## config.mk

```make
export PLATFORM = sky130hd
export DESIGN_NAME = neuron_mac_stage
export DESIGN_NICKNAME = d
export VERILOG_FILES = /design/src/rtl/neuron_mac_stage.sv
export SDC_FILE = /design/constraint.sdc
export NUM_CORES = 1
export LEC_CHECK = 0
export ABC_AREA = 0
export BUFFER_PORTS_ARGS = -buffer_cell sky130_fd_sc_hd__buf_2
export CORE_MARGIN = 2
export CORE_UTILIZATION = 50
export DETAILED_ROUTE_END_ITERATION = 16
export MAX_ROUTING_LAYER = met4
export PLACE_DENSITY = 0.71
export SYNTH_ARGS = -nofsm -noshare
export SYNTH_HDL_FRONTEND = slang
export SYNTH_SLANG_ARGS = --single-unit
export TNS_END_PERCENT = 1
```

## constraint.sdc

```tcl
create_clock -name clk -period 4.85 [get_ports clk]
set_input_delay 0.97 -clock clk [delete_from_list [all_inputs] [get_ports clk]]
set_output_delay 0.97 -clock clk [all_outputs]
set_load 0.05 [all_outputs]
```

## src/rtl/neuron_mac_stage.sv

```systemverilog
`default_nettype none
// ============================================================================
// Module      : neuron_mac_stage
// Description : Signed fixed-point multiply-accumulate stage that writes one
//               rescaled, saturated result per neuron back to neuron memory.
//               Optional macro NEURON_RELU_EN clamps negative results to 0.
// Revision    : 1.0 - initial release
// ============================================================================
module neuron_mac_stage #(
    parameter int DATA_W = 8,
    parameter int FRAC_W = 4,
    parameter int ACC_W  = 24,
    parameter int ADDR_W = 8
) (
    input  logic              clk,
    input  logic              reset,
    input  logic              start,
    input  logic              in_valid,
    input  logic              in_last,
    input  logic              in_final,
    input  logic [ADDR_W-1:0] in_waddr,
    input  logic [DATA_W-1:0] weight,
    input  logic [DATA_W-1:0] neuro,
    output logic              wr_en,
    output logic [ADDR_W-1:0] wr_addr,
    output logic [DATA_W-1:0] wr_data,
    output logic              busy,
    output logic              done
);

    localparam int c_PROD_W = 2 * DATA_W;

    localparam logic [1:0] c_IDLE  = 2'd0;
    localparam logic [1:0] c_RUN   = 2'd1;
    localparam logic [1:0] c_DRAIN = 2'd2;

    localparam logic signed [ACC_W-1:0] c_ACC_MAX = {1'b0, {(ACC_W-1){1'b1}}};
    localparam logic signed [ACC_W-1:0] c_ACC_MIN = {1'b1, {(ACC_W-1){1'b0}}};
    localparam logic signed [ACC_W-1:0] c_RES_MAX = (ACC_W)'(2**(DATA_W-1) - 1);
    localparam logic signed [ACC_W-1:0] c_RES_MIN = ~c_RES_MAX;

    logic [1:0]                 r_state;
    logic [1:0]                 w_state_next;
    logic                       r_s1_valid;
    logic                       r_s1_last;
    logic                       r_s1_final;
    logic [ADDR_W-1:0]          r_s1_waddr;
    logic signed [c_PROD_W-1:0] r_prod;
    logic signed [ACC_W-1:0]    r_acc;

    logic signed [DATA_W-1:0]   w_weight_s;
    logic signed [DATA_W-1:0]   w_neuro_s;
    logic                       w_take;
    logic                       w_retire;
    logic signed [ACC_W:0]      w_sum_wide;
    logic signed [ACC_W-1:0]    w_sum;
    logic signed [ACC_W-1:0]    w_shift;
    logic signed [DATA_W-1:0]   w_sat;
    logic signed [DATA_W-1:0]   w_res;

    assign w_weight_s = weight;
    assign w_neuro_s  = neuro;

    // A start in any state wins over the operand or product seen that cycle.
    assign w_take   = (r_state == c_RUN) && in_valid && !start;
    assign w_retire = r_s1_valid && r_s1_last && !start;

    always_comb begin
        w_state_next = r_state;
        case (r_state)
            c_IDLE: begin
                if (start) w_state_next = c_RUN;
            end
            c_RUN: begin
                if (!start && w_take && in_last && in_final) w_state_next = c_DRAIN;
            end
            c_DRAIN: begin
                if (start)                       w_state_next = c_RUN;
                else if (w_retire && r_s1_final) w_state_next = c_IDLE;
            end
            default: w_state_next = c_IDLE;
        endcase
    end

    // One guard bit detects accumulator overflow before clamping.
    assign w_sum_wide = (ACC_W+1)'(r_acc) + (ACC_W+1)'(r_prod);

    always_comb begin
        w_sum = w_sum_wide[ACC_W-1:0];
        if (w_sum_wide[ACC_W] != w_sum_wide[ACC_W-1]) begin
            w_sum = w_sum_wide[ACC_W] ? c_ACC_MIN : c_ACC_MAX;
        end
    end

    assign w_shift = w_sum >>> FRAC_W;

    always_comb begin
        w_sat = w_shift[DATA_W-1:0];
        if (w_shift > c_RES_MAX)      w_sat = c_RES_MAX[DATA_W-1:0];
        else if (w_shift < c_RES_MIN) w_sat = c_RES_MIN[DATA_W-1:0];
    end

`ifdef NEURON_RELU_EN
    assign w_res = w_sat[DATA_W-1] ? '0 : w_sat;
`else
    assign w_res = w_sat;
`endif

    always_ff @(posedge clk) begin
        if (reset) begin
            r_state    <= c_IDLE;
            r_s1_valid <= 1'b0;
            r_s1_last  <= 1'b0;
            r_s1_final <= 1'b0;
            r_s1_waddr <= '0;
            r_prod     <= '0;
            r_acc      <= '0;
            wr_en      <= 1'b0;
            wr_addr    <= '0;
            wr_data    <= '0;
            done       <= 1'b0;
        end else begin
            r_state    <= w_state_next;
            r_s1_valid <= w_take;
            wr_en      <= w_retire;
            done       <= w_retire && r_s1_final;

            if (w_take) begin
                r_prod     <= (c_PROD_W)'(w_weight_s) * (c_PROD_W)'(w_neuro_s);
                r_s1_last  <= in_last;
                r_s1_final <= in_last && in_final;
                r_s1_waddr <= in_waddr;
            end

            // The last product of a neuron leaves the accumulator at zero so the
            // next neuron can start on the following edge without a bubble.
            if (start)           r_acc <= '0;
            else if (r_s1_valid) r_acc <= r_s1_last ? '0 : w_sum;

            if (w_retire) begin
                wr_addr <= r_s1_waddr;
                wr_data <= w_res;
            end
        end
    end

    assign busy = (r_state != c_IDLE);

endmodule
`default_nettype wire
```

# --- After elaboration in Yosys (flattened, before gate mapping) ---
# Index checks and enable logic that the tools add are counted.
totals:
  wordCells: 45
  ff_bits: 71
  inputBits: 30
  output_inout_bits: 19
op_classes:
  reduce_logical: 14
  magnitude_cmp: 2
  n_mul: 1
  n_eq_ne: 6
  muxes: 10
  n_addsub: 1
ops:
  columns: ["op", "count"]
  rows:
  - ["two-way mux 24 bit", 3]
  - ["adder 24 x 16 -> 25 bit", 1]
  - ["> comparator 20 x 8 -> 1 bit (second input constant)", 1]
  - ["< comparator 20 x 8 -> 1 bit (second input constant)", 1]
  - ["multiplier 8 x 8 -> 16 bit", 1]
  - ["two-way mux 8 bit", 2]
  - ["logical AND 1 bit", 9]
  - ["two-way mux 2 bit", 4]
  - ["one-hot mux 2 bit (3 select lines)", 1]
  - ["!= test 3 bit (second input constant)", 1]
  - ["AND reduction 3 bit", 1]
  - ["== test 2 x 1 -> 1 bit (second input constant)", 1]
  - ["== test 2 bit (second input constant)", 1]
  - ["logical NOT 2 bit", 1]
  - ["!= test 2 x 1 -> 1 bit (second input constant)", 1]
  - ["!= test 2 bit (second input constant)", 1]
  - ["nonzero test 2 bit", 1]
  - ["OR reduction 2 bit", 1]
  - ["logical NOT 1 bit", 1]
  - ["!= test 1 bit", 1]

# --- Longest topological paths before layout ---
# Gate-level depths: netlist (run 1).
depth:
  word_depth: 8
  mapped_depth: 19
  mapped_depth_nobuf: 19

# --- Worst setup path before layout (run 1) ---
# OpenSTA, ideal clock, no wires.
synth_timing:
  path_kind: "in2reg"
  start: "input weight[0]"
  end: "register r_prod[12]"
  setup_ns: 0.071
  path_buffers: 0
  t_required_ns: 4.779
  setup_slack_ns: -0.122
  arrival_ns: 4.901
  stages: 17
  cell_sequence: "nand2b_1 fa_1 fa_1 inv_1 fa_1 inv_1 fa_1 inv_1 ha_1 o21ai_0 a21oi_1 o21ai_0 a21boi_0 o21ai_0 a21boi_0 or3_1 a21oi_1"
synth_via:
  elab_chain_cells: 1
synth_lines:
  columns: ["item", "line", "rtl"]
  rows:
  - ["start: declaration", "22", "input logic [DATA_W-1:0] weight,"]
  - ["multiplier 8 x 8 -> 16 bit", "129", "r_prod <= (c_PROD_W)'(w_weight_s) * (c_PROD_W)'(w_neuro_s);"]
  - ["end signal: assignment", "129", null]
  - ["end: declaration", "48", "logic signed [c_PROD_W-1:0] r_prod;"]
# No other way between the ends.
# A chain may end at the register's enable or synchronous reset.

# --- Worst setup path in the final report (run 1) ---
layout_timing:
  start: "input neuro[4]"
  end: "register r_prod[12]"
layout_via:
  elab_chain_cells: 1
layout_lines:
  columns: ["item", "line", "rtl"]
  rows:
  - ["start: declaration", "23", "input logic [DATA_W-1:0] neuro,"]
  - ["multiplier 8 x 8 -> 16 bit", "129", null]
# No other way between the ends.

==> results of run 1 <==
==> cell usage after synthesis (all sizes together), types with 2 or more instances <==
master     n  area, µm²
xor2       6       52.6
nor3b      2       15.0
mux2       2       22.5
o21ai     34        170
buf        3       13.8
nand4      3       18.8
or3        6       47.5
clkbuf    26       97.6
o21a       4       30.0
a21oi     90        473
nor2b      8       50.1
nor2      47        179
and3       5       31.3
nand3b     2       15.0
o31a       2       17.5
nand2b    10       62.6
a211oi    11       87.6
or2        5       31.3
inv       96        360
nand3      8       40.0
xnor2     21        184
o31ai      5       56.3
a221oi     8       82.6
dfxtp     71       1420
ha        55        688
o2111ai    5       43.8
nor3       7       35.0
and2      45        282
a31oi      5       31.3
a22oi     13       97.6
fa        56       1120
nor4       2       27.5
and4       2       17.5
a21boi     2       15.0
nand2    110        413
o211ai     4       30.0
nor4b      2       23.8
a21o      14        105
==> worst min-delay path: cells and delay by family, from the launching register on <==
kind / cells / cell delay (ns)
compound gates: 1 / 0.05
simple gates: 1 / 0.05
flops: 1 / 0.31
==> report_power, final <==
part,leakage (nW),switching [mW],internal (mW)
Sequential,0.573,0.0156,0.603
Combinational,2.77,0.727,0.692
Clock,0.147,0.293,0.363
==> cells in the final DEF, fill, tap and decap left out, drive strengths merged, types with 3 or more instances in the layout <==
cell     netlist  final
a211oi        11     11
a21o          14     14
a21oi         90     90
a221oi         8      8
a22oi         13     13
a31oi          5      5
and2          45     45
and3           5      5
buf            3     97
clkbuf        26      9
dfxtp         71     71
fa            56     56
ha            55     55
inv           96    102
nand2        110    110
nand2b        10     10
nand3          8      8
nand4          3      3
nor2          47     47
nor2b          8      8
nor3           7      7
o2111ai        5      5
o211ai         4      4
o21a           4      4
o21ai         34     34
o31ai          5      5
or2            5      5
or3            6      6
xnor2         21     21
xor2           6      6
==> per-layer routing <==
| layer | wire [µm] | vias to the layer above | GRT usage |
|---|---|---|---|
| met1 | 6840 | 2751 | 0.297 |
| met5 | 0 | - | - |
| met3 | 671 | 18 | 0.0287 |
| met2 | 7470 | 124 | 0.385 |
| met4 | 222 | 0 | 0.0573 |
| li1 | - | 2889 | - |
==> final cells by class <==
type	count	area share
flip-flops and latches	71	0.185
well taps	172	0.0281
repair buffers	97	0.0793
clock inverters	7	0.00931
multi-input cells	613	0.621
inverters	96	0.0470
clock buffers	9	0.0294
==> sequential cells by signal (all words and copies together) (netlist names) <==
| register | count |
|---|---|
| done | 1 |
| r_acc | 24 |
| r_prod | 16 |
| r_s1_final | 1 |
| r_s1_last | 1 |
| r_s1_valid | 1 |
| r_s1_waddr | 8 |
| r_state | 2 |
| wr_addr | 8 |
| wr_data | 8 |
| wr_en | 1 |
==> per-stage QoR <==
stage / total power, mW / hold slack, ns / setup TNS (ns)
floorplan: 1.58 / 0.432 / 0
global placement: 1.96 / 0.440 / -0.901
detailed placement: 1.98 / 0.445 / -1.12
CTS: 2.64 / 0.455 / 0
global route: 2.95 / 0.471 / -0.0320
finish: 2.69 / 0.453 / 0
==> cells by family (layout without fill, tap and decap cells) <==
group	count (synthesis)	in the layout	share of synthesized area
and+or+nand+nor	267	267	0.199
AOI/OAI and AO/OA	205	205	0.199
buffers and inverters	125	209	0.0715
adders and majority gates	111	111	0.274
DFF	71	71	0.215
xor gates and xnor gates	27	27	0.0358
muxes	3	3	0.00493
==> worst paths after layout <==
kind                                    to  slack, ns  depth (start not counted)
worst min-delay path            wr_addr[4]       0.45                          2
worst max register to register  wr_data[4]       0.34                         14
worst min register to register  wr_addr[4]       0.45                          2
worst max-delay path            r_prod[12]       0.16                         18
==> flow_summary.html, run 1 <==
<table>
<tr><th>Metric</th><th>Value</th></tr>
<tr><th colspan="2">Status</th></tr>
<tr><td>Outcome</td><td>finished, final reports clean</td></tr>
<tr><th colspan="2">Global routing</th></tr>
<tr><td>Largest net degree at the start of global routing</td><td>48</td></tr>
<tr><td>Antenna violations before repair</td><td>0</td></tr>
<tr><td>Aggregate global-route resource usage</td><td>0.230</td></tr>
<tr><td>Via count of the first global-routing pass</td><td>5670</td></tr>
<tr><td>Global route total overflow</td><td>0</td></tr>
<tr><td>First-pass GRT wire length</td><td>26.2 mm</td></tr>
<tr><th colspan="2">Setup path</th></tr>
<tr><td>Critical path required time</td><td>5.11 ns</td></tr>
<tr><td>Cell family contributing the most delay on the critical path</td><td>adder cells</td></tr>
<tr><td>Delay of the slowest cell on the worst path</td><td>0.55 ns</td></tr>
<tr><td>Combined buffer and inverter count along the critical path</td><td>3</td></tr>
<tr><td>Launch instance of the worst register-to-register path</td><td>r_prod[15]</td></tr>
<tr><td>Cells along the critical path</td><td>buf_2, and2_1, fa_2, inv_2, fa_1, fa_1, fa_1, inv_1, ha_1, nor2b_2, o21ai_2, a21oi_2, o21ai_2, a21boi_2, o21ai_2, a21boi_2, or3_1, a21oi_2</td></tr>
<tr><td>Critical path launch point</td><td>neuro[4]</td></tr>
<tr><td>Type of destination of the critical path</td><td>register</td></tr>
<tr><td>Category of the worst setup path launch point</td><td>input pin</td></tr>
<tr><td>Cell with the biggest individual delay on the critical path</td><td>sky130_fd_sc_hd__fa_1</td></tr>
<tr><td>Worst Path Max Fanout</td><td>6</td></tr>
<tr><td>Worst endpoint data arrival time</td><td>4.95 ns</td></tr>
<tr><td>Classification of the worst setup path</td><td>input pin to register</td></tr>
<tr><th colspan="2">CTS</th></tr>
<tr><td>Clock root cell</td><td>sky130_fd_sc_hd__clkbuf_16</td></tr>
<tr><td>Htree depth</td><td>3</td></tr>
<tr><td>Worst skew pair latency</td><td>0.34 ns</td></tr>
<tr><td>Total CTS buffers</td><td>9</td></tr>
<tr><td>Number of post-CTS setup repair buffers</td><td>0</td></tr>
<tr><td>Clock tree from TritonCTS</td><td>done</td></tr>
<tr><td>Clock sink total</td><td>71</td></tr>
<tr><td>Clock transition at the register clock pins on the worst setup and hold paths after CTS</td><td>0.06 ns</td></tr>
<tr><td>Quantity of hold-fixing buffers added after cts</td><td>0</td></tr>
<tr><td>Number of cells upsized or downsized after cts</td><td>0</td></tr>
<tr><td>Maximum number of buffers from clock root to sink</td><td>2</td></tr>
<tr><th colspan="2">Logic synthesis</th></tr>
<tr><td>Share of the yosys chip area belonging to registers</td><td>0.215</td></tr>
<tr><td>Average cell area after synthesis</td><td>8.16 µm²</td></tr>
<tr><td>Yosys warns</td><td>0</td></tr>
<tr><td>Post-synth EDFFs</td><td>0</td></tr>
<tr><td>Flip-flop cell with the highest count after synthesis</td><td>sky130_fd_sc_hd__dfxtp_1</td></tr>
<tr><td>Synth cell types</td><td>62</td></tr>
<tr><td>Post-Synthesis Cell Area</td><td>6600 µm²</td></tr>
<tr><td>Asr flop ratio synth</td><td>0</td></tr>
<tr><td>Count of state elements after synthesis</td><td>71</td></tr>
<tr><td>Cell count after synthesis</td><td>809</td></tr>
<tr><td>Syn Nets</td><td>950</td></tr>
<tr><th colspan="2">Routing</th></tr>
<tr><td>First-pass iteration count of the detailed router</td><td>5</td></tr>
<tr><td>Routed wire length per instance</td><td>14.3 µm</td></tr>
<tr><td>Post-DR vias/cell</td><td>5.43</td></tr>
<tr><td>DRC violation count after routing</td><td>0</td></tr>
<tr><td>Detailed-route via count</td><td>5782</td></tr>
<tr><td>Wire length reported by the detailed router</td><td>15.2 mm</td></tr>
<tr><td>DRC marker count from the first detailed-route iteration</td><td>381</td></tr>
<tr><td>Residual antenna-violating net count after detailed routing</td><td>0</td></tr>
<tr><th colspan="2">Finish</th></tr>
<tr><td>Post-route design area</td><td>7660 µm²</td></tr>
<tr><td>Count of filler cells inserted in the layout</td><td>1136</td></tr>
<tr><td>Finished Core Util</td><td>0.600</td></tr>
<tr><td>Area Growth Syn to Fin</td><td>16.1%</td></tr>
<tr><td>Multi-input gate area</td><td>4760 µm²</td></tr>
<tr><td>Final non-filler cell total</td><td>1065</td></tr>
<tr><td>Area of all sequential standard cells</td><td>1420 µm²</td></tr>
<tr><td>Fraction of final layout cells with drive strength greater than 1</td><td>0.167</td></tr>
<tr><td>Net total in the final layout</td><td>1029</td></tr>
<tr><td>Number of antenna repair diodes</td><td>0</td></tr>
<tr><th colspan="2">STA</th></tr>
<tr><td>RSZ-0062 raised after global routing</td><td>yes</td></tr>
<tr><td>Remaining max-slew budget at the tightest pin</td><td>0.250</td></tr>
<tr><td>Number of hold-slack violations in the final timing report</td><td>0</td></tr>
<tr><td>Final worst path period share</td><td>0.967</td></tr>
<tr><td>Maximum frequency from static timing analysis</td><td>213 MHz</td></tr>
<tr><td>Tightest Pin Transition</td><td>1.12 ns</td></tr>
<tr><td>Final Critical Period</td><td>4.69 ns</td></tr>
<tr><td>Setup Viol. Count Final</td><td>0</td></tr>
<tr><td>Number of max-slew violations in the final report</td><td>0</td></tr>
<tr><td>Clock skew</td><td>0.0113 ns</td></tr>
<tr><td>Smallest setup slack after layout</td><td>0.158 ns</td></tr>
<tr><th colspan="2">Hold path</th></tr>
<tr><td>Class of the worst hold path</td><td>register to register</td></tr>
<tr><td>Startpoint of the tightest hold check path</td><td>r_s1_waddr[4]</td></tr>
<tr><th colspan="2">Die</th></tr>
<tr><td>Top-level port count</td><td>49</td></tr>
<tr><td>Number of placement rows</td><td>41</td></tr>
<tr><td>Die extent in y</td><td>119 µm</td></tr>
<tr><td>Die ar.</td><td>14100 µm²</td></tr>
<tr><td>Area of the core</td><td>12800 µm²</td></tr>
<tr><td>Initial Utilization</td><td>0.517</td></tr>
<tr><td>Die extent in x</td><td>119 µm</td></tr>
<tr><th colspan="2">Placement</th></tr>
<tr><td>Port bufs</td><td>48</td></tr>
<tr><td>Placement Setup Slack</td><td>-0.292 ns</td></tr>
<tr><td>Number of cells after detailed placement</td><td>1049</td></tr>
<tr><td>Final weighted congestion in routability-driven placement</td><td>0.935</td></tr>
<tr><td>DP Area</td><td>7310 µm²</td></tr>
<tr><td>Detailed placement HPWL</td><td>12.0 mm</td></tr>
<tr><th colspan="2">Power and ir drop</th></tr>
<tr><td>Worst VDD drop</td><td>0.196 mV</td></tr>
<tr><td>Power density over the cells</td><td>351 nW/µm²</td></tr>
<tr><td>Static leakage</td><td>3.49 nW</td></tr>
<tr><th colspan="2">Run</th></tr>
<tr><td>Maxcap violations</td><td>0</td></tr>
</table>
Note: power is estimated with default switching activity, not from simulation.
==> inputs of run 2 (changes only) <==
--- a/config.mk
+++ b/config.mk
@@ -5,13 +5,13 @@
 export SDC_FILE = /design/constraint.sdc
 export NUM_CORES = 1
 export LEC_CHECK = 0
-export ABC_AREA = 0
-export BUFFER_PORTS_ARGS = -buffer_cell sky130_fd_sc_hd__buf_2
+export ABC_AREA = 1
+export BUFFER_PORTS_ARGS = -buffer_cell sky130_fd_sc_hd__buf_4
 export CORE_MARGIN = 2
 export CORE_UTILIZATION = 50
 export DETAILED_ROUTE_END_ITERATION = 16
 export MAX_ROUTING_LAYER = met4
-export PLACE_DENSITY = 0.71
+export PLACE_DENSITY = 0.81
 export SYNTH_ARGS = -nofsm -noshare
 export SYNTH_HDL_FRONTEND = slang
 export SYNTH_SLANG_ARGS = --single-unit
==> run 2 against run 1 <==
  * Critical path depth up 5
  * Final area grew 7.8%
  * Largest cell class unchanged
  * Routed wire length rose by 9.7%
  * Via count grew 15%
  * Synthesized cell count rose by 35%
  * Flip-flop and latch count unchanged
  * Non-clock buffer count decreased by 7
  * Cell count increased by 26%
  * Global-route usage is 1.1 points higher
  * Synthesized area up 8.4%
  * Clock power hardly changed
==> flow_summary.html, run 2 <==
<table>
<tr><th>Metric</th><th>Value</th></tr>
<tr><th colspan="2">Status</th></tr>
<tr><td>Outcome</td><td>finished, final reports clean</td></tr>
<tr><th colspan="2">Global routing</th></tr>
<tr><td>Global route total overflow</td><td>0</td></tr>
<tr><td>Antenna violations before repair</td><td>0</td></tr>
<tr><td>Largest net degree at the start of global routing</td><td>29</td></tr>
<tr><td>Via count of the first global-routing pass</td><td>6312</td></tr>
<tr><td>First-pass GRT wire length</td><td>28.6 mm</td></tr>
<tr><td>Aggregate global-route resource usage</td><td>0.241</td></tr>
<tr><th colspan="2">Finish</th></tr>
<tr><td>Fraction of final layout cells with drive strength greater than 1</td><td>0.126</td></tr>
<tr><td>Area Growth Syn to Fin</td><td>15.5%</td></tr>
<tr><td>Flip-flop count of the largest register after layout</td><td>24</td></tr>
<tr><td>Leading registers by flop count</td><td>r_acc (24), r_prod (16)</td></tr>
<tr><td>Register name with the most flops</td><td>r_acc</td></tr>
<tr><td>Count of filler cells inserted in the layout</td><td>1229</td></tr>
<tr><td>Leading cell type in the layout, fill and taps excluded</td><td>sky130_fd_sc_hd__nand2_1</td></tr>
<tr><td>Finished Core Util</td><td>0.593</td></tr>
<tr><td>Top library cells by usage in the layout, fill and taps aside</td><td>sky130_fd_sc_hd__nand2_1, sky130_fd_sc_hd__inv_1, sky130_fd_sc_hd__nor2_1, sky130_fd_sc_hd__buf_4, sky130_fd_sc_hd__dfxtp_1</td></tr>
<tr><td>Number of antenna repair diodes</td><td>0</td></tr>
<tr><td>Net total in the final layout</td><td>1303</td></tr>
<tr><th colspan="2">Power and ir drop</th></tr>
<tr><td>Final total power</td><td>2.73 mW</td></tr>
<tr><td>Combinational share of power</td><td>0.539</td></tr>
<tr><td>Static leakage</td><td>4.62 nW</td></tr>
<tr><td>Worst VDD drop</td><td>0.333 mV</td></tr>
<tr><td>Sequential cell fraction of total power</td><td>0.221</td></tr>
<tr><td>Clk network pwr share</td><td>0.241</td></tr>
<tr><td>Switching Fraction</td><td>0.392</td></tr>
<tr><td>Net Switching</td><td>1.07 mW</td></tr>
<tr><td>Power density over the cells</td><td>331 nW/µm²</td></tr>
<tr><td>Cell-internal power</td><td>1.66 mW</td></tr>
<tr><th colspan="2">Logic synthesis</th></tr>
<tr><td>Fraction of post-synthesis cell area in the top cell type by area</td><td>0.199</td></tr>
<tr><td>Synth cell types</td><td>30</td></tr>
<tr><td>Most instantiated cells after synthesis</td><td>sky130_fd_sc_hd__nand2_1, sky130_fd_sc_hd__inv_1, sky130_fd_sc_hd__nor2_1</td></tr>
<tr><td>Flip-flop cell with the highest count after synthesis</td><td>sky130_fd_sc_hd__dfxtp_1</td></tr>
<tr><td>Count of state elements after synthesis</td><td>71</td></tr>
<tr><td>Top area cells in the synthesized netlist</td><td>sky130_fd_sc_hd__dfxtp_1, sky130_fd_sc_hd__fa_1, sky130_fd_sc_hd__nand2_1, sky130_fd_sc_hd__inv_1, sky130_fd_sc_hd__ha_1</td></tr>
<tr><td>Largest area contributor in the netlist</td><td>sky130_fd_sc_hd__dfxtp_1</td></tr>
<tr><td>Cell count after synthesis</td><td>1096</td></tr>
<tr><td>Most common cell in the synthesized netlist</td><td>sky130_fd_sc_hd__nand2_1</td></tr>
<tr><td>Syn Nets</td><td>1237</td></tr>
<tr><td>Post-Synthesis Cell Area</td><td>7150 µm²</td></tr>
<tr><td>Post-synth EDFFs</td><td>0</td></tr>
<tr><td>Share of the yosys chip area belonging to registers</td><td>0.199</td></tr>
<tr><td>Asr flop ratio synth</td><td>0</td></tr>
<tr><td>Yosys warns</td><td>0</td></tr>
<tr><td>Average cell area after synthesis</td><td>6.53 µm²</td></tr>
<tr><th colspan="2">Die</th></tr>
<tr><td>Die extent in y</td><td>124 µm</td></tr>
<tr><td>Initial Utilization</td><td>0.513</td></tr>
<tr><td>Number of placement rows</td><td>43</td></tr>
<tr><td>Die extent in x</td><td>124 µm</td></tr>
<tr><td>Die ar.</td><td>15300 µm²</td></tr>
<tr><td>Area of the core</td><td>13900 µm²</td></tr>
<tr><td>Top-level port count</td><td>49</td></tr>
<tr><th colspan="2">STA</th></tr>
<tr><td>Maximum frequency from static timing analysis</td><td>218 MHz</td></tr>
<tr><td>Number of hold-slack violations in the final timing report</td><td>0</td></tr>
<tr><td>Tightest Pin Transition</td><td>1.02 ns</td></tr>
<tr><td>Final worst path period share</td><td>0.947</td></tr>
<tr><td>Number of max-slew violations in the final report</td><td>0</td></tr>
<tr><td>Post-route setup TNS</td><td>0 ns</td></tr>
<tr><td>Clock skew</td><td>0.00796 ns</td></tr>
<tr><td>Setup Viol. Count Final</td><td>0</td></tr>
<tr><td>Remaining max-slew budget at the tightest pin</td><td>0.321</td></tr>
<tr><td>Final Critical Period</td><td>4.59 ns</td></tr>
<tr><th colspan="2">Setup path</th></tr>
<tr><td>Classification of the worst setup path</td><td>input pin to register</td></tr>
<tr><td>Worst endpoint data arrival time</td><td>4.82 ns</td></tr>
<tr><td>Critical path required time</td><td>5.08 ns</td></tr>
<tr><td>Type of destination of the critical path</td><td>register</td></tr>
<tr><td>Worst Path Max Fanout</td><td>8</td></tr>
<tr><td>Category of the worst setup path launch point</td><td>input pin</td></tr>
<tr><th colspan="2">Routing</th></tr>
<tr><td>Post-DR vias/cell</td><td>4.95</td></tr>
<tr><td>First-pass iteration count of the detailed router</td><td>6</td></tr>
<tr><td>Routed wire length per instance</td><td>12.4 µm</td></tr>
<tr><td>DRC violation count after routing</td><td>0</td></tr>
<tr><td>Wire length reported by the detailed router</td><td>16.7 mm</td></tr>
<tr><td>Residual antenna-violating net count after detailed routing</td><td>0</td></tr>
<tr><td>Detailed-route via count</td><td>6670</td></tr>
<tr><td>DRC marker count from the first detailed-route iteration</td><td>415</td></tr>
<tr><th colspan="2">CTS</th></tr>
<tr><td>Clock transition at the register clock pins on the worst setup and hold paths after CTS</td><td>0.06 ns</td></tr>
<tr><td>Maximum number of buffers from clock root to sink</td><td>2</td></tr>
<tr><td>Clock root cell</td><td>sky130_fd_sc_hd__clkbuf_16</td></tr>
<tr><td>Total CTS buffers</td><td>9</td></tr>
<tr><td>Clock tree from TritonCTS</td><td>done</td></tr>
<tr><td>Htree depth</td><td>3</td></tr>
<tr><td>Worst skew pair latency</td><td>0.34 ns</td></tr>
<tr><td>Clock sink total</td><td>71</td></tr>
<tr><th colspan="2">Placement</th></tr>
<tr><td>Detailed placement HPWL</td><td>13.3 mm</td></tr>
<tr><td>Port bufs</td><td>48</td></tr>
<tr><td>Final weighted congestion in routability-driven placement</td><td>1.02</td></tr>
<tr><th colspan="2">Hold path</th></tr>
<tr><td>Class of the worst hold path</td><td>register to register</td></tr>
<tr><th colspan="2">Run</th></tr>
<tr><td>Maxcap violations</td><td>0</td></tr>
</table>
run 2: changes by cell type after synthesis, moves of 13 or more:
cell / change
sky130_fd_sc_hd__nand2_1: +185
sky130_fd_sc_hd__inv_1: +141
sky130_fd_sc_hd__nor2_1: +56
sky130_fd_sc_hd__nand3_1: +54
sky130_fd_sc_hd__and2_1: -42
sky130_fd_sc_hd__a21oi_1: -29
sky130_fd_sc_hd__o21ai_0: +15
sky130_fd_sc_hd__a21o_1: -14
sky130_fd_sc_hd__a22oi_1: -13
run 2: logic make-up after synthesis:
group	Yosys count	share of synthesized area
adder cells (fa/ha/maj)	111	0.253
AND/OR/NAND/NOR	497	0.289
XOR/XNOR	26	0.0318
AO/OA/AOI/OAI	110	0.0777
buffers and inverters	281	0.149
flip-flops	71	0.199
run 2: worst max-delay path, cell delays in order:
cell	delay [ns]
sky130_fd_sc_hd__buf_4	0.15
sky130_fd_sc_hd__nand2_1	0.07
sky130_fd_sc_hd__inv_1	0.07
sky130_fd_sc_hd__fa_1	0.50
sky130_fd_sc_hd__inv_1	0.05
sky130_fd_sc_hd__fa_1	0.50
sky130_fd_sc_hd__inv_1	0.05
sky130_fd_sc_hd__fa_1	0.54
sky130_fd_sc_hd__inv_1	0.05
sky130_fd_sc_hd__fa_1	0.49
sky130_fd_sc_hd__inv_2	0.04
sky130_fd_sc_hd__ha_4	0.22
sky130_fd_sc_hd__a21oi_4	0.12
sky130_fd_sc_hd__o21ai_2	0.07
sky130_fd_sc_hd__nand2_1	0.06
sky130_fd_sc_hd__nand2_1	0.06
sky130_fd_sc_hd__a21oi_2	0.18
sky130_fd_sc_hd__o21ai_2	0.10
sky130_fd_sc_hd__a21oi_2	0.13
sky130_fd_sc_hd__o21ai_1	0.08
sky130_fd_sc_hd__xor2_1	0.14
sky130_fd_sc_hd__o21ai_1	0.13
sky130_fd_sc_hd__inv_1	0.04
run 2: path summary, 6_finish.rpt:
check	start	endpoint	slack [ns]	cells after the start
setup / recovery	weight[7]	r_prod[14]	0.26	23
hold / removal	r_acc[5]	r_acc[5]	0.47	2
hold reg to reg	r_acc[5]	r_acc[5]	0.47	2
setup reg to reg	r_prod[15]	wr_data[4]	0.51	22
run 2: through the flow:
step,setup slack [ns],area (µm²),hold slack [ns],std cells
2_1_floorplan,-0.00797,7210,0.439,1096
4_1_cts,0.127,8230,0.468,1345
3_3_place_gp,-0.125,7940,0.452,1329
6_report,0.259,8260,0.468,1347
5_1_grt,-0.00486,8260,0.486,1347
3_5_place_dp,-0.218,7940,0.459,1329
run 2: power by group through the flow:
| stage | Combinational [mW] | Clock [mW] | Sequential, mW |
|---|---|---|---|
| 2_1_floorplan | 0.985 | 0 | 0.614 |
| 3_3_place_gp | 1.37 | 0 | 0.617 |
| 3_5_place_dp | 1.40 | 0 | 0.617 |
| 4_1_cts | 1.42 | 0.659 | 0.604 |
| 5_1_grt | 1.69 | 0.679 | 0.605 |
| 6_report | 1.47 | 0.658 | 0.604 |
run 2: timing repair:
action,in CTS,in global routing
hold buffers,0,0
endpoints found under the setup margin,0,3
setup buffers,0,2
resized for setup,0,6
run 2: cell type report:
cell class                 count  area [µm²]  area share
inverter                     246         923       0.112
clock buffer                  10         239      0.0289
sequential                    71        1420       0.172
timing repair buffer          90         676      0.0818
multi-input combinational    744        4720       0.572
clock inverter                 6        52.6     0.00636
tap                          180         225      0.0273
run 2: layer usage:
layer,share of wire,track usage,wire length [µm]
met5,0,-,0
met3,0.049,0.0270,814
met1,0.46,0.318,7730
met2,0.47,0.398,7780
met4,0.021,0.0575,356
==> inputs of run 3 (changes only) <==
--- a/config.mk
+++ b/config.mk
@@ -7,7 +7,7 @@
 export LEC_CHECK = 0
 export ABC_AREA = 1
 export BUFFER_PORTS_ARGS = -buffer_cell sky130_fd_sc_hd__buf_4
-export CORE_MARGIN = 2
+export CORE_ASPECT_RATIO = 1.25
 export CORE_UTILIZATION = 50
 export DETAILED_ROUTE_END_ITERATION = 16
 export MAX_ROUTING_LAYER = met4
==> run 3 against run 2 <==
  * Cell count is 0.30% lower
  * Clock-buffer cell count shrank 1
  * Sequential power barely moved
  * Hold slack better by 0.0021 ns
  * Non-clock buffer count up 1
  * Register-to-register slack better by 0.03 ns
  * Core utilization is 0.23 points higher
  * Die area decreased by 3.2%
  * Flip-flop and latch count unchanged
  * Routed wire length rose by 6.1%
  * Via count about the same
  * Maximum frequency decreased by 1.6%
  * Largest cell class unchanged
==> flow_summary.html, run 3 (same netlist as run 2, synthesis figures left out) <==
<table>
<tr><th>Metric</th><th>Value</th></tr>
<tr><th colspan="2">Routing</th></tr>
<tr><td>Detailed-route via count</td><td>6665</td></tr>
<tr><td>Post-DR vias/cell</td><td>4.96</td></tr>
<tr><td>Routed wire length per instance</td><td>13.2 µm</td></tr>
<tr><td>Wire length reported by the detailed router</td><td>17.7 mm</td></tr>
<tr><td>Residual antenna-violating net count after detailed routing</td><td>0</td></tr>
<tr><td>First-pass iteration count of the detailed router</td><td>9</td></tr>
<tr><td>DRC marker count from the first detailed-route iteration</td><td>329</td></tr>
<tr><td>DRC violation count after routing</td><td>0</td></tr>
<tr><th colspan="2">Setup path</th></tr>
<tr><td>Depth of the most critical reg-to-reg path</td><td>21</td></tr>
<tr><td>End of the worst register-to-register path</td><td>wr_data[1]</td></tr>
<tr><td>Critical path launch point</td><td>neuro[7]</td></tr>
<tr><td>Most common cell on crit path</td><td>sky130_fd_sc_hd__inv_1</td></tr>
<tr><td>Critical path required time</td><td>5.07 ns</td></tr>
<tr><td>Launch instance of the worst register-to-register path</td><td>r_prod[15]</td></tr>
<tr><td>Delay of the slowest cell on the worst path</td><td>0.53 ns</td></tr>
<tr><td>Setup slack of the most critical reg-to-reg path</td><td>0.54 ns</td></tr>
<tr><td>Category of the worst setup path launch point</td><td>input pin</td></tr>
<tr><td>Cells along the critical path</td><td>buf_4, inv_1, nor2_1, fa_1, inv_1, fa_1, inv_1, fa_1, inv_1, fa_1, inv_1, ha_4, a21oi_1, o21ai_0, a21oi_1, o21ai_1, nand2_1, nand2_1, a21oi_2, xor2_1, a21oi_1</td></tr>
<tr><td>Cell family contributing the most delay on the critical path</td><td>adder cells</td></tr>
<tr><td>Worst endpoint data arrival time</td><td>4.89 ns</td></tr>
<tr><td>Classification of the worst setup path</td><td>input pin to register</td></tr>
<tr><td>Cell with the biggest individual delay on the critical path</td><td>sky130_fd_sc_hd__fa_1</td></tr>
<tr><td>Worst Path Max Fanout</td><td>5</td></tr>
<tr><td>Combined buffer and inverter count along the critical path</td><td>6</td></tr>
<tr><td>Type of destination of the critical path</td><td>register</td></tr>
<tr><th colspan="2">Die</th></tr>
<tr><td>Area of the core</td><td>13900 µm²</td></tr>
<tr><td>Initial Utilization</td><td>0.516</td></tr>
<tr><td>Top-level port count</td><td>49</td></tr>
<tr><td>Number of placement rows</td><td>48</td></tr>
<tr><td>Die extent in y</td><td>136 µm</td></tr>
<tr><td>Die ar.</td><td>14800 µm²</td></tr>
<tr><td>Die extent in x</td><td>109 µm</td></tr>
<tr><th colspan="2">Finish</th></tr>
<tr><td>Fraction of final layout cells with drive strength greater than 1</td><td>0.124</td></tr>
<tr><td>Top library cells by usage in the layout, fill and taps aside</td><td>sky130_fd_sc_hd__nand2_1, sky130_fd_sc_hd__inv_1, sky130_fd_sc_hd__nor2_1, sky130_fd_sc_hd__buf_4, sky130_fd_sc_hd__dfxtp_1</td></tr>
<tr><td>Register name with the most flops</td><td>r_acc</td></tr>
<tr><td>Leading registers by flop count</td><td>r_acc (24), r_prod (16)</td></tr>
<tr><td>Count of filler cells inserted in the layout</td><td>1280</td></tr>
<tr><td>Area Growth Syn to Fin</td><td>15.4%</td></tr>
<tr><td>Leading cell type in the layout, fill and taps excluded</td><td>sky130_fd_sc_hd__nand2_1</td></tr>
<tr><td>Final non-filler cell total</td><td>1343</td></tr>
<tr><td>Number of antenna repair diodes</td><td>0</td></tr>
<tr><td>Flip-flop count of the largest register after layout</td><td>24</td></tr>
<tr><td>Finished Core Util</td><td>0.595</td></tr>
<tr><td>Net total in the final layout</td><td>1304</td></tr>
<tr><th colspan="2">Global routing</th></tr>
<tr><td>Global route total overflow</td><td>0</td></tr>
<tr><td>Aggregate global-route resource usage</td><td>0.267</td></tr>
<tr><td>Antenna violations before repair</td><td>0</td></tr>
<tr><td>Via count of the first global-routing pass</td><td>6729</td></tr>
<tr><td>Global route hottest layer</td><td>met2</td></tr>
<tr><td>Met1 capacity usage during global routing</td><td>0.268</td></tr>
<tr><td>First-pass GRT wire length</td><td>29.9 mm</td></tr>
<tr><td>Fraction of met2 tracks used by global routing</td><td>0.507</td></tr>
<tr><td>Met3 track utilization from global routing</td><td>0.0284</td></tr>
<tr><td>Largest net degree at the start of global routing</td><td>29</td></tr>
<tr><th colspan="2">CTS</th></tr>
<tr><td>Number of post-CTS setup repair buffers</td><td>0</td></tr>
<tr><td>Total CTS buffers</td><td>9</td></tr>
<tr><td>Htree depth</td><td>3</td></tr>
<tr><td>Maximum number of buffers from clock root to sink</td><td>2</td></tr>
<tr><td>Clock tree from TritonCTS</td><td>done</td></tr>
<tr><td>Clock root cell</td><td>sky130_fd_sc_hd__clkbuf_16</td></tr>
<tr><td>Clock transition at the register clock pins on the worst setup and hold paths after CTS</td><td>0.06 ns</td></tr>
<tr><td>Clock sink total</td><td>71</td></tr>
<tr><td>Worst skew pair latency</td><td>0.34 ns</td></tr>
<tr><th colspan="2">STA</th></tr>
<tr><td>Setup Viol. Count Final</td><td>0</td></tr>
<tr><td>Final worst path period share</td><td>0.962</td></tr>
<tr><td>Number of max-slew violations in the final report</td><td>0</td></tr>
<tr><td>RSZ-0062 raised after global routing</td><td>no</td></tr>
<tr><td>Clock skew</td><td>0.00603 ns</td></tr>
<tr><td>Tightest Pin Transition</td><td>0.976 ns</td></tr>
<tr><td>Number of hold-slack violations in the final timing report</td><td>0</td></tr>
<tr><td>Maximum frequency from static timing analysis</td><td>214 MHz</td></tr>
<tr><td>Remaining max-slew budget at the tightest pin</td><td>0.348</td></tr>
<tr><td>Final Critical Period</td><td>4.66 ns</td></tr>
<tr><td>Smallest setup slack after layout</td><td>0.186 ns</td></tr>
<tr><td>Worst Hold Margin</td><td>0.470 ns</td></tr>
<tr><th colspan="2">Hold path</th></tr>
<tr><td>Startpoint of the tightest hold check path</td><td>r_s1_final</td></tr>
<tr><td>End point of the worst hold path</td><td>r_s1_final</td></tr>
<tr><td>Class of the worst hold path</td><td>register to register</td></tr>
<tr><td>Number of instances on the worst hold path</td><td>2</td></tr>
<tr><th colspan="2">Power and ir drop</th></tr>
<tr><td>Static leakage</td><td>4.63 nW</td></tr>
<tr><td>Worst VDD drop</td><td>0.270 mV</td></tr>
<tr><td>Power density over the cells</td><td>325 nW/µm²</td></tr>
<tr><th colspan="2">Placement</th></tr>
<tr><td>Final weighted congestion in routability-driven placement</td><td>0.972</td></tr>
<tr><td>Number of cells after detailed placement</td><td>1327</td></tr>
<tr><td>Detailed placement HPWL</td><td>14.3 mm</td></tr>
<tr><td>Port bufs</td><td>48</td></tr>
<tr><td>Placement Setup Slack</td><td>-0.201 ns</td></tr>
<tr><th colspan="2">Status</th></tr>
<tr><td>Outcome</td><td>finished, final reports clean</td></tr>
<tr><th colspan="2">Run</th></tr>
<tr><td>Maxcap violations</td><td>0</td></tr>
</table>
[run 3: cell count changes in the layout (fill, tap and decap cells not counted), sizes merged]
cell,change
buf,+1
clkbuf,-1
inv,+1
[run 3: per-layer routing]
layer / up-vias / wire length, µm / share of wire
met2: 125 / 9690 / 0.55
met5: - / 0 / 0
met1: 3081 / 6730 / 0.38
li1: 3409 / - / -
met3: 50 / 565 / 0.032
met4: 0 / 711 / 0.040
[run 3: area by class of cell]
type	instances	area [µm²]	area share
clock inverters	7	63.8	0.00773
well taps	175	219	0.0265
inverters	246	923	0.112
repair buffers	91	696	0.0843
multi-input cells	744	4710	0.570
flip-flops and latches	71	1420	0.172
clock buffers	9	225	0.0273
[run 3: worst reg2reg max path: stages, from the launching register on]
cell,delay [ns]
sky130_fd_sc_hd__dfxtp_1,0.63
sky130_fd_sc_hd__ha_1,0.35
sky130_fd_sc_hd__nand2_1,0.11
sky130_fd_sc_hd__nor2_1,0.17
sky130_fd_sc_hd__nand2_1,0.09
sky130_fd_sc_hd__nor2_1,0.11
sky130_fd_sc_hd__nand2_1,0.09
sky130_fd_sc_hd__nand3_1,0.15
sky130_fd_sc_hd__a21oi_1,0.08
sky130_fd_sc_hd__o21bai_1,0.17
sky130_fd_sc_hd__xor2_1,0.22
sky130_fd_sc_hd__inv_1,0.07
sky130_fd_sc_hd__ha_1,0.59
sky130_fd_sc_hd__nand3_2,0.50
sky130_fd_sc_hd__o21ai_0,0.22
sky130_fd_sc_hd__nand2_1,0.08
sky130_fd_sc_hd__nor2_1,0.10
sky130_fd_sc_hd__nand3_1,0.09
sky130_fd_sc_hd__nand2_2,0.14
sky130_fd_sc_hd__nand3_1,0.11
sky130_fd_sc_hd__nand2_1,0.09
sky130_fd_sc_hd__inv_1,0.03
[run 3: repair_timing]
action / CTS / global route
endpoints found under the setup margin: 0 / 1
resized for setup: 0 / 1
hold buffers: 0 / 0
[run 3: worst max path at each step]
stage	cells past startpoint	slack [ns]	endpoint
after floorplan	19	-0.008	r_prod[15]
after global placement	21	-0.08	r_prod[15]
after CTS	21	0.15	r_prod[15]
after detailed placement	21	-0.20	r_prod[15]
after global routing	21	0.02	r_prod[15]
final	21	0.19	r_prod[15]
[run 3: through the flow]
stage | total power [mW] | TNS (ns) | area (µm²)
after floorplan | 1.60 | -0.00797 | 7210
after global placement | 2.00 | -0.123 | 7960
after CTS | 2.70 | 0 | 8250
after detailed placement | 2.06 | -0.401 | 7960
after global routing | 2.93 | 0 | 8260
final | 2.68 | 0 | 8260
[run 3: power by group]
part           switching, mW  internal [mW]  leakage (nW)
Sequential           0.00939          0.595         0.574
Combinational          0.758          0.679          3.92
Clock                  0.284          0.358         0.136
Total                   1.05           1.63          4.63
